**src/rtl/sensor_scanner_n.sv**
```systemverilog
// N-channel ultrasonic ranging scanner: fires each sensor in turn, times the echo
// straight into 3-digit BCD centimetres and keeps a per-channel result bank.

module sensor_scanner_n_bcd_digit (
  input  logic       clock,
  input  logic       reset,
  input  logic       clr,
  input  logic       inc,
  output logic [3:0] d
);
  always_ff @(posedge clock or negedge reset) begin
    if (!reset)   d <= '0;
    else if (clr) d <= '0;
    else if (inc) d <= (d == 4'd9) ? 4'd0 : d + 4'd1;
  end
endmodule

module sensor_scanner_n #(
  parameter int N              = 3,
  parameter int CICLOS_TRIGGER = 500,
  parameter int CICLOS_CM      = 2941,
  parameter int ESPERA_ECO     = 1_500_000,
  parameter int INTERVALO      = 3_000_000,
  parameter int MAX_CM         = 400
) (
  input  logic          clock,
  input  logic          reset,
  input  logic          iniciar,
  input  logic          continuo,
  input  logic [N-1:0]  echo,
  input  logic [2:0]    sel,
  output logic [N-1:0]  trigger,
  output logic [11:0]   distancia,
  output logic [N-1:0]  valido,
  output logic [N-1:0]  erro,
  output logic          pronto,
  output logic [3:0]    db_estado,
  output logic [3:0]    db_sensor
);
  function automatic logic [11:0] to_bcd(input int v);
    return {4'(v / 100 % 10), 4'(v / 10 % 10), 4'(v % 10)};
  endfunction

  localparam logic [11:0] BCD_MAX = to_bcd(MAX_CM);
  localparam logic [11:0] BCD_OVR = to_bcd(MAX_CM + 1);

  typedef enum logic [3:0] {
    S_INI = 4'd0, S_PREP = 4'd1, S_TRIG = 4'd2, S_ESP = 4'd3,
    S_MEDE = 4'd4, S_ARM = 4'd5, S_INT = 4'd6, S_FIM = 4'd7
  } st_t;

  st_t                  state, nx;
  logic [31:0]          tmr;
  logic [2:0]           canal;
  logic [N-1:0]         e_m, e_s;
  logic                 ech, armed, to_f, ov_f, inc;
  logic [2:0][3:0]      bcd;
  logic [2:0]           inc_c;
  logic [N-1:0][11:0]   bank;

  always_ff @(posedge clock or negedge reset) begin
    if (!reset) begin
      e_m <= '0;
      e_s <= '0;
    end else begin
      e_m <= echo;
      e_s <= e_m;
    end
  end

  always_comb begin
    ech = 1'b0;
    for (int i = 0; i < N; i++)
      if (canal == 3'(i)) ech = e_s[i];
  end

  // one cm tick per CICLOS_CM clocks of echo; the timer wraps only inside MEDE
  assign inc      = (state == S_MEDE) && ech && (tmr == 32'(CICLOS_CM - 1));
  assign inc_c[0] = inc;
  for (genvar i = 0; i < 2; i++) begin : g_carry
    assign inc_c[i+1] = inc_c[i] && (bcd[i] == 4'd9);
  end
  for (genvar i = 0; i < 3; i++) begin : g_dig
    sensor_scanner_n_bcd_digit u_dig (
      .clock(clock), .reset(reset), .clr(state == S_PREP), .inc(inc_c[i]), .d(bcd[i])
    );
  end

  always_ff @(posedge clock or negedge reset) begin
    if (!reset) state <= S_INI;
    else        state <= nx;
  end

  always_comb begin
    nx = state;
    case (state)
      S_INI:  if (iniciar) nx = S_PREP;
      S_PREP: nx = S_TRIG;
      S_TRIG: if (tmr == 32'(CICLOS_TRIGGER - 1)) nx = S_ESP;
      S_ESP:  if (armed && ech) nx = S_MEDE;
              else if (tmr == 32'(ESPERA_ECO - 1)) nx = S_ARM;
      S_MEDE: if (!ech || bcd == BCD_OVR) nx = S_ARM;
      S_ARM:  nx = S_INT;
      S_INT:  if (tmr == 32'(INTERVALO - 1)) nx = (canal == 3'(N - 1)) ? S_FIM : S_PREP;
      S_FIM:  nx = continuo ? S_PREP : S_INI;
      default: nx = S_INI;
    endcase
  end

  always_comb begin
    trigger = '0;
    for (int i = 0; i < N; i++)
      trigger[i] = (state == S_TRIG) && (canal == 3'(i));
    distancia = '0;
    for (int i = 0; i < N; i++)
      if (sel == 3'(i)) distancia = bank[i];
    pronto    = (state == S_FIM);
    db_estado = state;
    db_sensor = {1'b0, canal};
  end

  always_ff @(posedge clock or negedge reset) begin
    if (!reset) begin
      tmr   <= '0;
      canal <= '0;
      armed <= 1'b0;
      to_f  <= 1'b0;
      ov_f  <= 1'b0;
    end else begin
      if (state == S_INI || state != nx)                        tmr <= '0;
      else if (state == S_MEDE && tmr == 32'(CICLOS_CM - 1))    tmr <= '0;
      else                                                      tmr <= tmr + 32'd1;

      if ((state == S_INI || state == S_FIM) && nx == S_PREP)   canal <= '0;
      else if (state == S_INT && nx == S_PREP)                  canal <= canal + 3'd1;

      // echo already high on entry is not a rise: it must be seen low first
      if (state == S_PREP)                 armed <= 1'b0;
      else if (state == S_ESP && !ech)     armed <= 1'b1;

      if (state == S_PREP)                       to_f <= 1'b0;
      else if (state == S_ESP && nx == S_ARM)    to_f <= 1'b1;

      if (state == S_PREP)                              ov_f <= 1'b0;
      else if (state == S_MEDE && ech && nx == S_ARM)   ov_f <= 1'b1;
    end
  end

  always_ff @(posedge clock or negedge reset) begin
    if (!reset) begin
      bank   <= '0;
      valido <= '0;
      erro   <= '0;
    end else if (state == S_ARM) begin
      for (int i = 0; i < N; i++) begin
        if (canal == 3'(i)) begin
          if (to_f) begin
            valido[i] <= 1'b0;
            erro[i]   <= 1'b1;
          end else if (ov_f) begin
            bank[i]   <= BCD_MAX;
            valido[i] <= 1'b0;
            erro[i]   <= 1'b1;
          end else begin
            bank[i]   <= bcd;
            valido[i] <= 1'b1;
            erro[i]   <= 1'b0;
          end
        end
      end
    end
  end
endmodule

```
**config.mk**
```make
export PLATFORM = sky130hd
export DESIGN_NAME = sensor_scanner_n
export DESIGN_NICKNAME = d
export VERILOG_FILES = /design/src/rtl/sensor_scanner_n.sv
export SDC_FILE = /design/constraint.sdc
export NUM_CORES = 1
export LEC_CHECK = 0
export CELL_PAD_IN_SITES_DETAIL_PLACEMENT = 2
export CELL_PAD_IN_SITES_GLOBAL_PLACEMENT = 2
export CORE_ASPECT_RATIO = 0.5
export CORE_MARGIN = 5
export CORE_UTILIZATION = 42
export DETAILED_ROUTE_END_ITERATION = 12
export DONT_BUFFER_PORTS = 1
export PLACE_DENSITY = 0.86
export SKIP_LAST_GASP = 1
export SLEW_MARGIN = 10
export SYNTH_ARGS = -nofsm -noshare
export SYNTH_HDL_FRONTEND = slang
export SYNTH_SLANG_ARGS = --single-unit
```
**constraint.sdc**
```tcl
create_clock -name clock -period 2.9 [get_ports clock]
set_input_delay 0.29 -clock clock [delete_from_list [all_inputs] [get_ports clock]]
set_output_delay 0.29 -clock clock [all_outputs]
set_load 0.03 [all_outputs]
```
After elaboration in Yosys (flattened, before gate mapping). Cells that the tools add are included.

Flip-flop bits (word level): 102. Output and inout bits: 30.

Add/sub/neg operators: 5. Muxes and demuxes: 39. Reduce and logical (&&, ||, !) cells: 34. Eq/ne operators: 22. Bitwise gates (word level): 1.

Operators by type and width (number): $mux 32 (2); $mux 4 (15); $mux 12 (4); $add 32x1->32 const B (1); $eq 32x12->1 const B (1); $eq 32x21->1 const B (1); $eq 32x22->1 const B (1); $eq 32x9->1 const B (1); $pmux 4 s8 (1); $eq 4x3->1 const B (5); $logic_and 1x1->1 (14); $mux 1 (14); $reduce_bool 2->1 (7); $add 4x1->4 const B (3); $eq 12x11->1 const B (1); $eq 4x4->1 const B (3); $mux 3 (3); $reduce_and 3->1 (3); $eq 4x1->1 const B (2); $eq 4x2->1 const B (2); $eq 3x1->1 const B (2); $eq 3x2->1 const B (2); $logic_not 3->1 (2); $reduce_and 2->1 (3); 6 further kinds (8).

Logic depth before layout (Yosys ltp). Gate-level depths: netlist of run 1.

Depth after elaboration: 12. Mapped depth: 10. Gate-level depth less buffers: 8.

By module. From an unflattened synthesis of run 1, not the netlist that was laid out.

Cells, all modules: 541. Area, all modules: 5413.9 µm².

Modules (own cells, without submodules): sensor_scanner_n (cells each 469, area each 4700.8 µm², times used 1, sequential area each 2252.2 µm²); sensor_scanner_n_bcd_digit (cells each 24, area each 237.7 µm², times used 3, sequential area each 100.1 µm²).

Worst setup path before layout of run 1. OpenSTA, ideal clock, no wires.

Path type: flip-flop to flip-flop. Start point: reg canal[1]. End point: reg tmr[3]. Period minus slack after synthesis: 2694 ps. Path slack: 206 ps. Data required time: 2775 ps. Arrival time: 2569 ps. Stages on the path, launching flop included: 11. Cell sequence: dfrtp_1 > inv_1 > ha_1 > nand3b_1 > a2111oi_2 > nand2b_1 > buf_4 > a21boi_4 > nand3_2 > buf_6 > a2111oi_0.

Cells in the longest elaborated chain, start to end: 11.

Ends and longest elaborated chain: from (decl) (RTL line 54) `logic [2:0] canal;`; from (signal assigned) (RTL line 135) `else if (state == S_INT && nx == S_PREP) canal <= canal + 3'd1;`; $logic_not 3->1 (RTL line 74) `if (canal == 3'(i)) ech = e_s[i];`; $mux 1 (3 in series) (RTL line 74); $logic_not 1->1 (RTL line 102) `S_MEDE: if (!ech || bcd == BCD_OVR) nx = S_ARM;`; $logic_or 1x1->1 (RTL line 102); $mux 4 (RTL line 102); $pmux 4 s8 (*) (RTL line 96) `case (state)`; $ne 4x4->1 (*) (RTL line 130) `if (state == S_INI || state != nx) tmr <= '0;`; $logic_or 1x1->1 (*) (RTL line 130); $mux 32 (*) (RTL line 130); to (signal assigned) (RTL line 132) `else tmr <= tmr + 32'd1;`; to (decl) (RTL line 53) `logic [31:0] tmr;`.

Mark *: on every way between the ends. The rest lies on a longest branch, timed or not. A chain may end at the register's enable or synchronous reset.

Final worst setup path of run 1.
Start point: reg canal[0]. End point: reg tmr[12].

The elaborated chain is that of the path after synthesis.

==> impl_metrics.tcl, run 1 <==
set metrics [dict create \
    avgRoutedWirePerCell_um 28.26 \
    finalWirelength_mm 20.86 \
    peakVddDrop_uv 309.1 \
    drtAntennaViolNets 0 \
    drive_gt1_share_pct 17.96 \
    grt_max_degree 103 \
    tightest_slew_ns 0.7261 \
    synthCells 551 \
    cts_sinks 102 \
    period_needed_ns 3.029 \
    wl_met1_mm 8.845 \
    yosysTopAreaCell "dfrtp_1" \
    rsz0062_at_grt "true" \
    start_util_pct 43.70 \
    drv_cap 0 \
    avgSynthCellArea_um2 10.22 \
    setup_ws_ns -0.1289 \
    ys_warn_count 0 \
    synth_commonest_cells "dfrtp_1, nor2_1, mux2_2" \
    fin_nets 587 \
    dieArea_um2 15960 \
    dr_wl_met3_um 922 \
    fmax_ghz 0.3302 \
    synth.most_common_cell "dfrtp_1" \
    grt_use_total_pct 22.50 \
    cts_htree_levels 3 \
    slew_violations 0 \
    core-area_um2 12880 \
    clk_pin_slew_ns 0.09 \
    crit_type "register to register" \
    port_buffers 0 \
    fin_tns_setup_ns -0.8496 \
    cp_slowest_stage_delay_ns 0.46 \
    p_per_area_nw_per_um2 532.8 \
    cts_root_buf "clkbuf_16" \
    grt_pass1_vias 4946 \
    maxUsedRoutingLayer "met4" \
    wl_met2_mm 10.61 \
    dp_cells 712 \
    clockBufferDepth 2 \
    die_w_um 173.7 \
    fillerInstances 1297 \
    violations "setup timing" \
    fin_cells 738 \
    drt_iter0_drc 338 \
    setup_violations 17 \
    cts_tree "yes" \
    place_area_um2 5852 \
    worstSkewPairLatency_ns 0.36 \
    syn_to_final_growth_pct 11.96 \
    worst-endpoint-arrival_ns 3.25 \
    synth_edf_count 0 \
    final_cell_area_um2 6302 \
    hold_viol_final 0 \
    grt_pass1_wl_mm 28.66 \
    synth_area_um2 5629 \
    gr-total-overflow 0 \
    startpoint_type "register" \
    outcome "complete, but fails checks" \
    place_congestion 0.8210 \
    seq_area_frac_synth_pct 45.34 \
    pin_count 40 \
    insertedDiodeCount 0 \
    synthArstFlopShare_pct 100.0 \
    row_count 29 \
    skew_ns 0.01941 \
    ys.flop_type "dfrtp_1" \
    p_leak_uw 0.002680 \
    cp_data_required_time_ns 3.12 \
    hpwl_mm 11.28 \
    die_y_um 91.86 \
    drc_errors 0 \
    vias 4699 \
    ys_types 59 \
    antenna_found_initial 0 \
    relSlewSlack_pct 51.22 \
    viasPerCell 6.367 \
    worstHoldPathType "register to register" \
    path_cells "ha_1, nand3b_1, a2111oi_4, nand2b_1, a21boi_4, nand3_4, buf_6, a211oi_1" \
    post-route-period-util_pct 104.4 \
    cp_slowest_cell "dfrtp_1" \
    ys_ff_latch 102 \
    endpoint_kind "register" \
    critPathMaxFanout 17 \
    synth_top_area_share_pct 45.34 \
    dr.pass1.iters 4 \
    fin_util_pct 48.93 \
    synthTopCellsByArea "dfrtp_1, mux2_2, nor2_1" \
    cts_made_buffers 9 \
]
==> layout make-up <==
class	instances	area, um^2	share of cell area (%)
well taps	170	212.7	3.375
repair buffers	28	256.5	4.070
multi-input cells	403	2915	46.26
inverters	19	71.32	1.132
flip-flops and latches	102	2555	40.54
clock inverters	6	52.55	0.8338
clock buffers	10	239.0	3.792
==> final timing paths <==
kind                                         endpoint  cells after the start                 start  slack (ns)
worst max-delay path                tmr[12]$_DFF_PN0_                      8  canal[0]$_DFFE_PN0P_       -0.13
worst min-delay path                 e_s[2]$_DFF_PN0_                      0      e_m[2]$_DFF_PN0_        0.34
worst max register to register      tmr[12]$_DFF_PN0_                      8  canal[0]$_DFFE_PN0P_       -0.13
worst min register to register       e_s[2]$_DFF_PN0_                      0      e_m[2]$_DFF_PN0_        0.34
max in group asynchronous        bank[16]$_DFFE_PN0P_                      2                 reset        1.95
min in group asynchronous       valido[2]$_DFFE_PN0P_                      2                 reset        0.49
==> metrics by stage <==
stage	setup WS, ns	power [uW]	hold WS (ns)
detailed placement	-0.1771	1973	0.0004358
global placement	0.1474	1949	0.001331
global route	-0.2863	3462	0.3649
finish	-0.1289	3358	0.3417
CTS	0.001849	3238	0.3575
floorplan	0.2060	1821	-0.005591
==> sequential cells by signal (all words and copies together), names as in the netlist, 3 cells and up <==
signal         flops
bank              36
canal              3
db_estado          4
e_m                3
e_s                3
erro               3
g_dig.u_dig.d     12
tmr               32
valido             3
==> critical path, delay by kind of cell, from the launching register on <==
kind	cells	cell delay (ns)
AOI/OAI and AO/OA	3	1.03
adders and majority gates	1	0.31
buffers and inverters	1	0.26
DFF	1	0.46
and+or+nand+nor	3	0.83
==> repair_timing <==
action                                  CTS  global route
resized for setup                         5             9
setup buffers                             0             5
pin swaps                                 2             4
hold buffers                              5             0
endpoints found under the setup margin   25            26
endpoints found under the hold margin   105             0
==> cell families after synthesis <==
logic type	after synthesis	share of synthesized area, %
compound gates	90	11.16
xor+xnor	33	5.135
fa+ha+maj	14	3.112
buf+inv	47	3.779
flops	102	45.34
mux	53	10.27
other cells	1	0.06662
simple gates	211	21.14
==> layer usage <==
layer / track usage (%) / vias up
li1: - / 2004
met1: 27.74 / 2510
met2: 40.80 / 144
met3: 4.560 / 41
met4: 5.727 / 0
met5: 0 / -
==> power by group <==
group / switching, uW / total, uW / internal [uW]
sequential: 52.3 / 1510 / 1450
combinational: 434 / 606 / 172
clock: 625 / 1250 / 622
==> cell usage in the layout (no fill, tap or decap), drive strengths merged, types with 7 or more instances in the layout <==
| cell | Yosys | final |
|---|---|---|
| mux2i | 15 | 15 |
| and4 | 7 | 7 |
| ha | 14 | 14 |
| clkbuf | 10 | 10 |
| nor2b | 12 | 12 |
| nor3b | 7 | 7 |
| nand4 | 16 | 16 |
| nand2b | 8 | 8 |
| xnor2 | 19 | 19 |
| nand2 | 27 | 27 |
| a21oi | 34 | 34 |
| mux2 | 38 | 38 |
| nor3 | 14 | 14 |
| buf | 18 | 24 |
| a211oi | 24 | 24 |
| a2111oi | 10 | 10 |
| dfrtp | 102 | 102 |
| nor2 | 64 | 64 |
| xor2 | 14 | 14 |
| nor4 | 9 | 9 |
| and2 | 7 | 7 |
| nand3 | 14 | 14 |
| inv | 19 | 22 |
Power figures use the tool's default switching activity.
==> inputs of run 2 (changes only) <==
- CAP_MARGIN: default -> 5
==> results of run 2 <==
Same layout as run 1: the final DEF is identical, and so are final timing and power.
==> inputs of run 3 (changes only) <==
- CORE_UTILIZATION: 42 -> 44
- PLACE_DENSITY: 0.86 -> default
- PLACE_DENSITY_LB_ADDON: default -> 0.2
- SYNTH_HIERARCHICAL: default -> 1
- clock period: 2.9 -> 3.8 ns (I/O delays scaled with it)
==> impl_metrics.tcl, run 3 <==
set metrics [dict create \
    drt_iter0_drc 174 \
    dr.pass1.iters 4 \
    grt_pass1_vias 4526 \
    place_congestion 0.7986 \
    worstHoldPathType "input port to register" \
    path_cells "or3_1, or3_1, nand2b_1, nor4_2, and2_1, and3_1, and4_1, and4b_1, o21ai_0, a21oi_1" \
    cp_slowest_cell "dfrtp_1" \
    synthArstFlopShare_pct 100.0 \
    ys.flop_type "dfrtp_1" \
    insertedDiodeCount 0 \
    pwr-share-seq_pct 47.3 \
    final_cell_mix "dfrtp_1, nor2_1, nand2_1" \
    synth_top_area_share_pct 47.15 \
    finalWirelength_mm 14.67 \
    grt_pass1_wl_mm 24.84 \
    seq_area_frac_synth_pct 47.15 \
    switching_share_pct 32.46 \
    avgRoutedWirePerCell_um 20.54 \
    crit_start "tmr[14]$_DFF_PN0_" \
    drv_cap 0 \
    start_util_pct 45.45 \
    yosysTopAreaCell "dfrtp_1" \
    synth_edf_count 0 \
    power.switching_uw 822.8 \
    port_buffers 0 \
    fin_cells 714 \
    r2r_setup_slack_ns 0.37 \
    drive_gt1_share_pct 16.58 \
    skew_ns 0.01172 \
    antenna_found_initial 0 \
    die_w_um 166.9 \
    rsz0062_at_grt "false" \
    cts_sinks 102 \
    ys_ff_latch 102 \
    ys_types 54 \
    cp_slowest_stage_delay_ns 0.46 \
    drtAntennaViolNets 0 \
    row_count 28 \
    hpwl_mm 9.881 \
    synth_commonest_cells "dfrtp_1, nor2_1, nand2_1" \
    cts_made_buffers 9 \
    crit_buf_inv 0 \
    pwr-share-comb_pct 16.2 \
    clk_pin_slew_ns 0.08 \
    endpoint_kind "register" \
    relSlewSlack_pct 33.08 \
    cp_data_required_time_ns 4.08 \
    p_int_uw 1712 \
    synth_area_um2 5414 \
    worst-r2r-cell-count 10 \
    grt_use_total_pct 21.09 \
    crit_family "simple AND/OR/NAND/NOR gates" \
    final_common_cell "dfrtp_1" \
    p_leak_uw 0.002586 \
    worst-endpoint-arrival_ns 3.70 \
    syn_to_final_growth_pct 9.499 \
    avgSynthCellArea_um2 10.01 \
    post-route-period-util_pct 90.19 \
    critical_path_cell_count 10 \
    clkPwrFrac_pct 36.4 \
    startpoint_type "register" \
    cpMostUsedCell "or3_1" \
    power_uw 2535 \
    place_ws_ns 0.4656 \
    synthCells 541 \
    peakVddDrop_uv 208.0 \
    grt_max_degree 103 \
    hold_viol_final 0 \
    fillerInstances 1264 \
    cts_tree "yes" \
    endpoint "g_dig[2].u_dig/d[3]$_DFFE_PN0P_" \
    r2r-end "g_dig[2].u_dig/d[3]$_DFFE_PN0P_" \
    largest_register_ffs 36 \
    slew_violations 0 \
    dp_cells 696 \
    gr-total-overflow 0 \
    tightest_slew_ns 1.002 \
    outcome "completed" \
    holdPathStages 0 \
    dieArea_um2 14760 \
    clockBufferDepth 2 \
    cts_htree_levels 3 \
    post_cts_buffers 0 \
    worstSkewPairLatency_ns 0.35 \
    period_needed_ns 3.427 \
    crit_type "register to register" \
    cts_root_buf "clkbuf_16" \
    cts_resized 0 \
    drc_errors 0 \
    setup_ws_ns 0.3729 \
    r2r_start "tmr[14]$_DFF_PN0_" \
    viasPerCell 5.576 \
    setup_violations 0 \
    critPathMaxFanout 8 \
    fmax_ghz 0.2918 \
    pin_count 40 \
    synthTopCellsByArea "dfrtp_1, mux2_2, nor2_1" \
    p_per_area_nw_per_um2 427.6 \
    synth.most_common_cell "dfrtp_1" \
    core-area_um2 11910 \
    die_y_um 88.44 \
    fin_tns_setup_ns 0 \
    vias 3981 \
    regMostFlops "bank" \
    ys_warn_count 6 \
    reg_top3 "bank: 36 flops, tmr: 32 flops, g_dig.u_dig/d: 12 flops" \
    fin_nets 566 \
]
[run 3: stage by stage]
step | hold WS (ns) | util [%] | instance area (um^2)
2_1_floorplan | 0.08441 | - | 5418
3_3_place_gp | 0.08902 | 47.01 | 5599
3_5_place_dp | 0.08819 | 47.01 | 5599
4_1_cts | 0.04178 | 49.77 | 5928
5_1_grt | 0.03079 | 49.77 | 5928
6_report | 0.05181 | 49.77 | 5928
[run 3: timing repair]
action | in CTS | in global routing
endpoints found under the setup margin | 0 | 0
endpoints found under the hold margin | 102 | 0
hold buffers | 2 | 0
[run 3: per-layer routing]
| layer | up-vias | global-route usage [%] | share of wire [%] |
|---|---|---|---|
| li1 | 1869 | - | - |
| met5 | - | 0 | 0 |
| met4 | 0 | 4.677 | 1.1 |
| met2 | 35 | 38.11 | 49 |
| met1 | 2063 | 27.08 | 47 |
| met3 | 14 | 3.793 | 2.3 |
[run 3: cell families (layout without fill, tap and decap cells)]
logic type	count (synthesis)	count (layout)	synth area share, %
other	1	2	0.06927
AO/OA/AOI/OAI	60	60	7.095
buffers and inverters	32	39	2.542
XOR/XNOR	30	30	4.853
flip-flops	102	102	47.15
adder cells (fa/ha/maj)	12	12	2.773
AND/OR/NAND/NOR	253	253	25.24
multiplexers	51	51	10.28
[run 3: worst min-delay path by stage]
stage	start	to	slack, ns
6_report	echo[1]	e_m[1]$_DFF_PN0_	0.05
5_1_grt	echo[2]	e_m[2]$_DFF_PN0_	0.03
4_1_cts	echo[0]	e_m[0]$_DFF_PN0_	0.04
3_5_place_dp	reset	tmr[19]$_DFF_PN0_	0.09
3_3_place_gp	reset	tmr[19]$_DFF_PN0_	0.09
2_1_floorplan	reset	armed$_DFFE_PN0P_	0.08
[run 3: layout make-up]
class | instances | area [um^2] | area share, %
well taps | 165 | 206.4 | 3.482
multi-input cells | 408 | 2728 | 46.01
inverters | 12 | 45.04 | 0.7598
flip-flops and latches | 102 | 2552 | 43.06
clock inverters | 7 | 66.31 | 1.119
clock buffers | 9 | 225.2 | 3.799
repair buffers | 11 | 105.1 | 1.773
[run 3: power by group through the flow]
| stage | sequential, uW | combinational (uW) | clock, uW |
|---|---|---|---|
| final | 1200 | 411 | 924 |
| after global placement | 1220 | 365 | 0 |
| after floorplan | 1220 | 284 | 0 |
| after detailed placement | 1220 | 381 | 0 |
| after global routing | 1210 | 460 | 991 |
| after CTS | 1200 | 416 | 938 |
